<file path="src/rtl/serial_adder_ctrl_pkg.sv">
// Shared types and constants for the bit-serial adder controller.
// Replaces the state encodings and default width from serial_adder_defs.vh.
package serial_adder_ctrl_pkg;

    localparam int unsigned SA_WIDTH_DEF = 8;

    typedef enum logic [1:0] {
        ST_IDLE  = 2'd0,
        ST_SHIFT = 2'd1,
        ST_DONE  = 2'd2
    } state_t;

endpackage

</file>
<file path="src/rtl/serial_adder_ctrl_full_adder.sv">
// Single-bit full adder cell shared by the serial add controller.
module full_adder (
    input  logic a,
    input  logic b,
    input  logic cin,
    output logic s,
    output logic cout
);

    assign s    = a ^ b ^ cin;
    assign cout = (a & b) | (cin & (a ^ b));

endmodule

</file>
<file path="src/rtl/serial_adder_ctrl.sv">
// Bit-serial add controller: one full_adder stepped LSB-first over WIDTH cycles.
// Optional SERIAL_SUBTRACT_EN adds a `sub` port for A-B via inverted B and forced carry.
module serial_adder_ctrl
    import serial_adder_ctrl_pkg::*;
#(
    parameter int unsigned WIDTH = SA_WIDTH_DEF
) (
    input  logic             clk,
    input  logic             reset,
    input  logic             start,
    input  logic [WIDTH-1:0] operand_A,
    input  logic [WIDTH-1:0] operand_B,
    input  logic             carry_in,
`ifdef SERIAL_SUBTRACT_EN
    input  logic             sub,
`endif
    output logic             busy,
    output logic             done,
    output logic [WIDTH-1:0] result_S,
    output logic             result_C
);

    localparam int unsigned CW = $clog2(WIDTH);

    state_t           state;
    state_t           state_next;
    logic [WIDTH-1:0] shift_a;
    logic [WIDTH-1:0] shift_b;
    logic [WIDTH-1:0] shift_s;
    logic [CW-1:0]    count;
    logic             carry_r;
    logic             cell_b;
    logic             cell_s;
    logic             cell_c;
    logic             last_bit;
    logic             load_carry;

`ifdef SERIAL_SUBTRACT_EN
    logic sub_r;
    assign cell_b     = shift_b[0] ^ sub_r;
    assign load_carry = sub | carry_in;
`else
    assign cell_b     = shift_b[0];
    assign load_carry = carry_in;
`endif

    assign last_bit = (count == CW'(WIDTH - 1));

    full_adder u_cell (
        .a    (shift_a[0]),
        .b    (cell_b),
        .cin  (carry_r),
        .s    (cell_s),
        .cout (cell_c)
    );

    always_ff @(posedge clk) begin
        if (reset) state <= ST_IDLE;
        else       state <= state_next;
    end

    always_comb begin
        state_next = state;
        case (state)
            ST_IDLE:  if (start) state_next = ST_SHIFT;
            ST_SHIFT: if (last_bit) state_next = ST_DONE;
            ST_DONE:  state_next = ST_IDLE;
            default:  state_next = ST_IDLE;
        endcase
    end

    always_comb begin
        busy = (state != ST_IDLE);
    end

    // done and the result copy are registered off the DONE state, so the pulse
    // lands one cycle after DONE and partial sums never reach the outputs.
    always_ff @(posedge clk) begin
        if (reset) begin
            shift_a  <= '0;
            shift_b  <= '0;
            shift_s  <= '0;
            count    <= '0;
            carry_r  <= 1'b0;
            done     <= 1'b0;
            result_S <= '0;
            result_C <= 1'b0;
`ifdef SERIAL_SUBTRACT_EN
            sub_r    <= 1'b0;
`endif
        end else begin
            done <= 1'b0;
            case (state)
                ST_IDLE: begin
                    if (start) begin
                        shift_a <= operand_A;
                        shift_b <= operand_B;
                        carry_r <= load_carry;
                        count   <= '0;
`ifdef SERIAL_SUBTRACT_EN
                        sub_r   <= sub;
`endif
                    end
                end
                ST_SHIFT: begin
                    shift_a <= shift_a >> 1;
                    shift_b <= shift_b >> 1;
                    shift_s <= {cell_s, shift_s[WIDTH-1:1]};
                    carry_r <= cell_c;
                    if (!last_bit) count <= count + CW'(1);
                end
                ST_DONE: begin
                    result_S <= shift_s;
                    result_C <= carry_r;
                    done     <= 1'b1;
                end
                default: ;
            endcase
        end
    end

endmodule
</file>
<file path="config.mk">
export PLATFORM = sky130hd
export DESIGN_NAME = serial_adder_ctrl
export DESIGN_NICKNAME = d
export VERILOG_FILES = /design/src/rtl/serial_adder_ctrl_pkg.sv /design/src/rtl/serial_adder_ctrl_full_adder.sv /design/src/rtl/serial_adder_ctrl.sv
export SDC_FILE = /design/constraint.sdc
export NUM_CORES = 1
export LEC_CHECK = 0
export ABC_AREA = 1
export CAP_MARGIN = 25
export CORE_ASPECT_RATIO = 0.8
export CORE_MARGIN = 4
export CORE_UTILIZATION = 35
export DETAILED_ROUTE_END_ITERATION = 8
export PLACE_DENSITY = 0.57
export SETUP_SLACK_MARGIN = 0.2
export SKIP_LAST_GASP = 1
export SLEW_MARGIN = 20
export SYNTH_ARGS = -nofsm -noshare
export SYNTH_HDL_FRONTEND = slang
export SYNTH_SLANG_ARGS = --single-unit
</file>
<file path="constraint.sdc">
create_clock -name clk -period 1.5 [get_ports clk]
set_clock_uncertainty 0.05 [all_clocks]
set_input_delay 0.225 -clock clk [delete_from_list [all_inputs] [get_ports clk]]
set_output_delay 0.225 -clock clk [all_outputs]
set_load 0.02 [all_outputs]
</file>
After elaboration in Yosys (flattened, before gate mapping) --
Index checks and enable logic that the tools add are counted.
Cells by class: eq/ne operators 6, reduce and logical (&&, ||, !) cells 6, $add $sub $neg 1, muxes and demuxes 13, bitwise operators 5
Operators by type and width (count):
- $pmux W8 S2 | 2
- $mux W8 | 2
- $mux W3 | 2
- $ne A2 B2 Y1 const B | 3
- $pmux W3 S2 | 1
- $mux W2 | 2
- $pmux W2 S2 | 1
- $reduce_and A2 Y1 | 2
- $reduce_bool A2 Y1 | 2
- $add A3 B1 Y3 const B | 1
- $eq A3 B3 Y1 const B | 1
- $reduce_and A3 Y1 | 1
- $and A1 B1 Y1 | 2
- $eq A2 B1 Y1 const B | 1
- $eq A2 B2 Y1 const B | 1
- $logic_not A2 Y1 | 1
- $mux W1 | 2
- $pmux W1 S2 | 1
- $xor A1 B1 Y1 | 2
- $or A1 B1 Y1 | 1
Storage, ports and cells: bits of input ports 20, bits in registers 40

Logic depth before layout (Yosys ltp) --
Gate-level depths: netlist of the first run.
word-level depth 4, depth in mapped cells 8

Hierarchy --
From an unflattened synthesis of the first run, not the netlist that was laid out.
Second synthesis, totals: cell total of the unflattened synthesis 270, area, all modules 1841.8 um2
By module, submodules not included:
- serial_adder_ctrl | area an instance 1821.7 um2, sequential area each 800.8 um2, cells an instance 269, instances 1
- full_adder | area an instance 20.0 um2, sequential area each 0.0 um2, cells an instance 1, instances 1

Worst setup path after synthesis of the first run --
OpenSTA, ideal clock, no wires.
path kind register to register, start register count[0], end register count[1], path buffers 0, period minus slack after synthesis 1.219 ns, path slack 0.281 ns, arrival 1.055 ns, cell stages (with the launch flop) 7, path through dfxtp_1 > ha_1 > ha_1 > nand2_1 > nand3_1 > a21oi_1 > nor2_1
On the way: longest elaborated chain between the ends 3, elaborated cells on any way between the ends 6, those cells by class 1 x add/sub; 2 x eq/ne; 2 x mux; 1 x reduce/logical
Ends and longest elaborated chain:
- start, declared | RTL line serial_adder_ctrl.sv:30 | logic [CW-1:0] count;
- start signal, assigned | RTL line serial_adder_ctrl.sv:110 | if (!last_bit) count <= count + CW'(1);
- $add A3 B1 Y3 / $eq A3 B3 Y1 (equally long branches) | RTL line serial_adder_ctrl.sv:110, serial_adder_ctrl.sv:47
- $mux W3 / $ne A2 B2 Y1 (equally long branches)
- $pmux W3 S2 / $reduce_and A3 Y1 (equally long branches)
Parallel ways exist; a longest one is shown, timed or not. The select of a mux whose other input is x is not followed. A chain may end at the register's enable or synchronous reset.

Final worst setup path of the first run --
start register state[1], end output port busy
On the way: longest elaborated chain between the ends 1
Ends and longest elaborated chain:
- start, declared | RTL line serial_adder_ctrl.sv:25 | state_t state;
- start signal, assigned | RTL line serial_adder_ctrl.sv:59 | else state <= state_next;
- $reduce_bool A2 Y1 | RTL line serial_adder_ctrl.sv:73 | busy = (state != ST_IDLE);
- end, declared | RTL line serial_adder_ctrl.sv:17 | output logic busy,
Every way passes these cells.

==> flow_summary.ini, run 1 <==
[timing]
setup-tns-final_ns = 0
period_needed_ns = 1.28
slew_violations = 0
setup_viol = 0
post-route-period-util_pct = 85.0
rsz0062_at_grt = yes
fmax_mhz = 784
worst_slew_pin_slew_ns = 0.215
slew-limit-headroom_pct = 85.7
hold_viol_final = 0
worst_slack_ns = 0.225

[floorplan]
chipHeight_um = 70.0
io_pins = 31
row_count = 22
start_util_pct = 36.4
core_area_um2 = 4620
die-area_um2 = 5990
die_w_um = 85.6

[layout]
layout.nets = 300
layout_common_cells = nor2_1, dfxtp_1, nand2_1
fill_cells = 482
n_antenna_cell = 0
syn_to_final_growth_pct = 31.4
drive_gt1_share_pct = 10.8
final_core_util_pct = 47.9
final_cells = 338
seq_area_um2 = 801
multi_input_area_um2 = 762
final_area_um2 = 2210
mostFrequentLayoutCell = nor2_1

[worst_setup_path]
arrival_ns = 1.00
crit_chain = nor2_2 -> inv_1 -> clkbuf_2
r2r-end = count[1]
reg2reg_from = count[0]
startpoint_type = flop
reg2reg_depth = 7
crit_path_end_kind = primary output
slowest_stage = dfxtp_1
rrSetupSlack_ns = 0.28
critPathMaxStageDelay_ns = 0.34
required_ns = 1.22
crit_fanout = 3
path_class = flop to primary output

[worst_hold_path]
hold_path_class = flop to flop
whs_path_depth = 2
min_to = count[2]
worstHoldStart = count[2]

[power]
p_leak_nw = 1.06
irDropWorstVdd_v = 0.000414
power_density_nw_per_um2 = 975

[yosys]
synth_cell_types = 16
syn_nets = 264
netlist_area_um2 = 1680
yosysSeqAreaShare_pct = 47.5
avgSynthCellArea_um2 = 6.99
syn_inst = 241
yosys_warnings = 0
synth-seq-cells = 40

[routing]
drtPass1Iterations = 4
ant_nets = 0
vias = 1539
drt_iter0_drc = 69
routed_via_density = 4.55
drc = 0
routed_wl_mm = 3.73
wl_per_cell_um = 11.0

[clocking]
cts_tree = yes
path_clk_slew_ns = 0.07
cts_hold_buf = 0
cts_buffer_depth = 2
cts_made_buffers = 5
cts.sinks = 40
h-tree-depth = 2
clock-root-buffer = clkbuf_8
clk_latency_ns = 0.29

[placement]
dp_slack_ns = 0.0353
dpl-instance-area_um2 = 2100
dpl.hpwl_mm = 2.74
routabilityCongestion = 0.780
placed_cells = 330
io_buffers = 30

[global_routing]
grt_start_max_net_pins = 24
grt_pass1_vias = 1481
grt_usage_pct = 13.9
grt_pass1_wl_mm = 6.67
antenna_found_initial = 0
grt-ovfl-total = 0

[flow_run]
maxCapViolCount = 0

[run_status]
outcome = finished clean
==> state kept, by name, indices dropped and copies added, names as in the netlist <==
signal / count
result_S: 8
carry_r: 1
count: 3
state: 2
done: 1
shift_s: 8
shift_b: 8
shift_a: 8
result_C: 1
==> cell usage after synthesis <==
cell type,count,area (µm²)
fa_1,1,20.0
a21oi_1,6,30.0
o21ai_0,17,85.1
inv_1,23,86.3
buf_1,1,3.75
nand2_1,40,150
nor2_1,56,210
inv_2,3,11.3
buf_2,8,40.0
nor3_1,1,5.00
nand3_1,36,180
ha_1,2,25.0
nand4_1,2,12.5
nor2_2,2,12.5
dfxtp_1,40,801
clkbuf_1,3,11.3
==> critical path: cells and delay by family (launching register included) <==
family	cells	cell delay, ns
buffers and inverters	2	0.22
DFF	1	0.34
and+or+nand+nor	1	0.15
==> metrics by stage <==
| step | hold WS [ns] | total power, mW |
|---|---|---|
| 2_1_floorplan | 0.244 | 1.32 |
| 3_3_place_gp | 0.421 | 1.44 |
| 3_5_place_dp | 0.417 | 1.44 |
| 4_1_cts | 0.428 | 2.18 |
| 5_1_grt | 0.452 | 2.27 |
| 6_report | 0.425 | 2.16 |
==> worst max path at each step <==
stage	from	endpoint	slack, ns	cells after the start
2_1_floorplan	count[0]	count[1]	0.28	6
3_3_place_gp	start	count[1]	0.08	7
3_5_place_dp	start	count[1]	0.04	7
4_1_cts	state[1]	busy	0.06	3
5_1_grt	state[1]	shift_a[2]	0.16	7
6_report	state[1]	busy	0.22	3
==> per-layer routing <==
metal / global-route usage [%] / up-vias / share of wire [%]
met5: 0 / - / 0
met4: 5.80 / 0 / 1.6
met3: 3.66 / 5 / 4.0
met2: 20.4 / 23 / 43
met1: 19.0 / 679 / 52
li1: - / 832 / -
==> cell families after synthesis <==
| group | share of synthesized area [%] |
|---|---|
| compound gates | 6.84 |
| fa+ha+maj | 2.67 |
| flops | 47.5 |
| simple gates | 33.9 |
| buf+inv | 9.06 |
==> layout make-up <==
class                           instances  area share [%]
Inverter                               26            4.64
Multi-Input combinational cell        163            34.4
Timing Repair Buffer                   41            17.1
Clock inverter                          1           0.339
Sequential cell                        40            36.2
Clock buffer                            7            3.90
Tap cell                               60            3.39
==> where the power goes <==
part / switching, mW / total (mW) / leakage (nW) / internal, mW
sequential: 0.0312 / 1.14 / 0.327 / 1.11
combinational: 0.144 / 0.276 / 0.693 / 0.131
clock: 0.367 / 0.740 / 0.0445 / 0.374
==> repair_timing <==
item / CTS / global route
hold endpoints to repair: 0 / 0
pin swaps: 0 / 1
endpoints found under the setup margin: 28 / 29
gates resized for setup: 13 / 11
buffers inserted: 0 / 0
No activity file was read; power rests on OpenSTA's default activity.
==> run 2, diff against run 1 <==
--- a/constraint.sdc
+++ b/constraint.sdc
@@ -3,3 +3,3 @@
 set_input_delay 0.225 -clock clk [delete_from_list [all_inputs] [get_ports clk]]
 set_output_delay 0.225 -clock clk [all_outputs]
-set_load 0.02 [all_outputs]
+set_load 0.05 [all_outputs]
==> run 2 against run 1 <==
Against the previous run:
- clock power shrank 8.6%
- sequential share of layout area shrank 2.0 points
- cell area grew 6.5%
- die area is the same
- total power shrank 1.9%
- setup slack gained 0.035 ns
- via count grew 1.5%
- wire length grew 1.0%
- first-iteration DRC count shrank 26%
- fmax grew 2.9%
- critical endpoint unchanged
==> flow_summary.ini, run 2 (same netlist as run 1, synthesis figures left out) <==
[worst_setup_path]
r2r-end = carry_r
crit_chain = nor2_4 -> inv_1 -> buf_6
path_class = flop to primary output
reg2reg_depth = 5
crit_family = flip-flops
required_ns = 1.22
arrival_ns = 0.96
crit_fanout = 4
slowest_stage = dfxtp_2
critPathMaxStageDelay_ns = 0.35
startpoint_type = flop
reg2reg_from = carry_r
crit_path_end_kind = primary output
critPathBufInv = 2
rrSetupSlack_ns = 0.30

[layout]
layout.nets = 303
multi_input_area_um2 = 764
final_cells = 340
syn_to_final_growth_pct = 40.0
n_antenna_cell = 0
mostFrequentLayoutCell = nor2_1
drive_gt1_share_pct = 16.8
final_area_um2 = 2360
final_core_util_pct = 51.0
layout_common_cells = nor2_1, nand2_1, dfxtp_1
fill_cells = 470
seq_area_um2 = 805

[floorplan]
start_util_pct = 36.4
row_count = 22
die-area_um2 = 5990
die_w_um = 85.6
io_pins = 31
core_area_um2 = 4620
chipHeight_um = 70.0

[run_status]
outcome = finished clean

[placement]
dpl.hpwl_mm = 2.76
dpl-instance-area_um2 = 2220
routabilityCongestion = 0.769
dp_slack_ns = 0.0246
placed_cells = 331
io_buffers = 30

[power]
p_switching_uw = 543
power_density_nw_per_um2 = 898
comb_power_share_pct = 14.0
p_int_mw = 1.57
total_power_mw = 2.12
p_seq_share_pct = 54.1
p_leak_nw = 1.08
switching_share_pct = 25.7
pwr-share-clk_pct = 31.9
irDropWorstVdd_v = 0.000444

[global_routing]
grt_usage_pct = 14.2
grt_start_max_net_pins = 27
grt_pass1_vias = 1558
busiest_layer = met2
grt_pass1_wl_mm = 6.86
use_met1_pct = 19.0
grtUsageMet3_pct = 3.54
antenna_found_initial = 0
grtUsageMet2_pct = 21.7
grt-ovfl-total = 0

[timing]
worst_slack_ns = 0.260
post-route-period-util_pct = 82.6
fmax_mhz = 807
hold_viol_final = 0
holdWs_ns = 0.421
setup_viol = 0
setup-tns-final_ns = 0
rsz0062_at_grt = no
slew-limit-headroom_pct = 86.2
period_needed_ns = 1.24
worst_slew_pin_slew_ns = 0.204
slew_violations = 0

[routing]
drt_iter0_drc = 51
wl_per_cell_um = 11.1
vias = 1562
routed_via_density = 4.59
drc = 0
routed_wl_mm = 3.77
drtPass1Iterations = 4
ant_nets = 0

[worst_hold_path]
worstHoldStart = count[2]
min_to = count[2]
whs_path_depth = 2
hold_path_class = flop to flop

[clocking]
cts_tree = yes
cts_made_buffers = 5
clock-root-buffer = clkbuf_8
clk_latency_ns = 0.29
h-tree-depth = 2
path_clk_slew_ns = 0.07
cts_buffer_depth = 2
cts_hold_buf = 0
cts.sinks = 40

[flow_run]
maxCapViolCount = 0
==> run 2: final cells by class <==
type / instances / share of cell area, %
Sequential cell: 40 / 34.1
Inverter: 26 / 4.25
Timing Repair Buffer: 44 / 22.6
Multi-Input combinational cell: 163 / 32.4
Clock inverter: 2 / 0.531
Clock buffer: 5 / 2.92
Tap cell: 60 / 3.18
==> run 2: tightest hold or removal path, stage by stage (launching register included) <==
cell and delay [ns]:
dfxtp_1 0.32, nand2_1 0.06, a21oi_1 0.05
==> run 2: layer usage <==
metal	vias to the layer above	part of all wire (%)
li1	836	-
met1	692	51
met2	26	43
met3	8	4.3
met4	0	1.8
met5	-	0
==> run 2: how the worst max path moves through the flow <==
stage               depth (start not counted)      from          to
finish                                      3  state[0]        busy
global route                                3  state[1]        busy
CTS                                         3  state[0]        busy
detailed placement                          7     start    count[1]
global placement                            3  state[1]        busy
floorplan                                   6  state[0]  shift_b[7]
==> run 2: power by group through the flow <==
stage	Combinational (mW)	Sequential, mW	Clock (mW)
6_report	0.296	1.14	0.676
4_1_cts	0.292	1.14	0.710
3_5_place_dp	0.287	1.17	0
2_1_floorplan	0.167	1.16	0
5_1_grt	0.340	1.15	0.752
3_3_place_gp	0.285	1.17	0
==> run 2: timing repair <==
item	4_1_cts	5_1_grt
pin swaps	2	3
gates resized for setup	3	11
buffers inserted	1	1
endpoints found under the setup margin	11	17
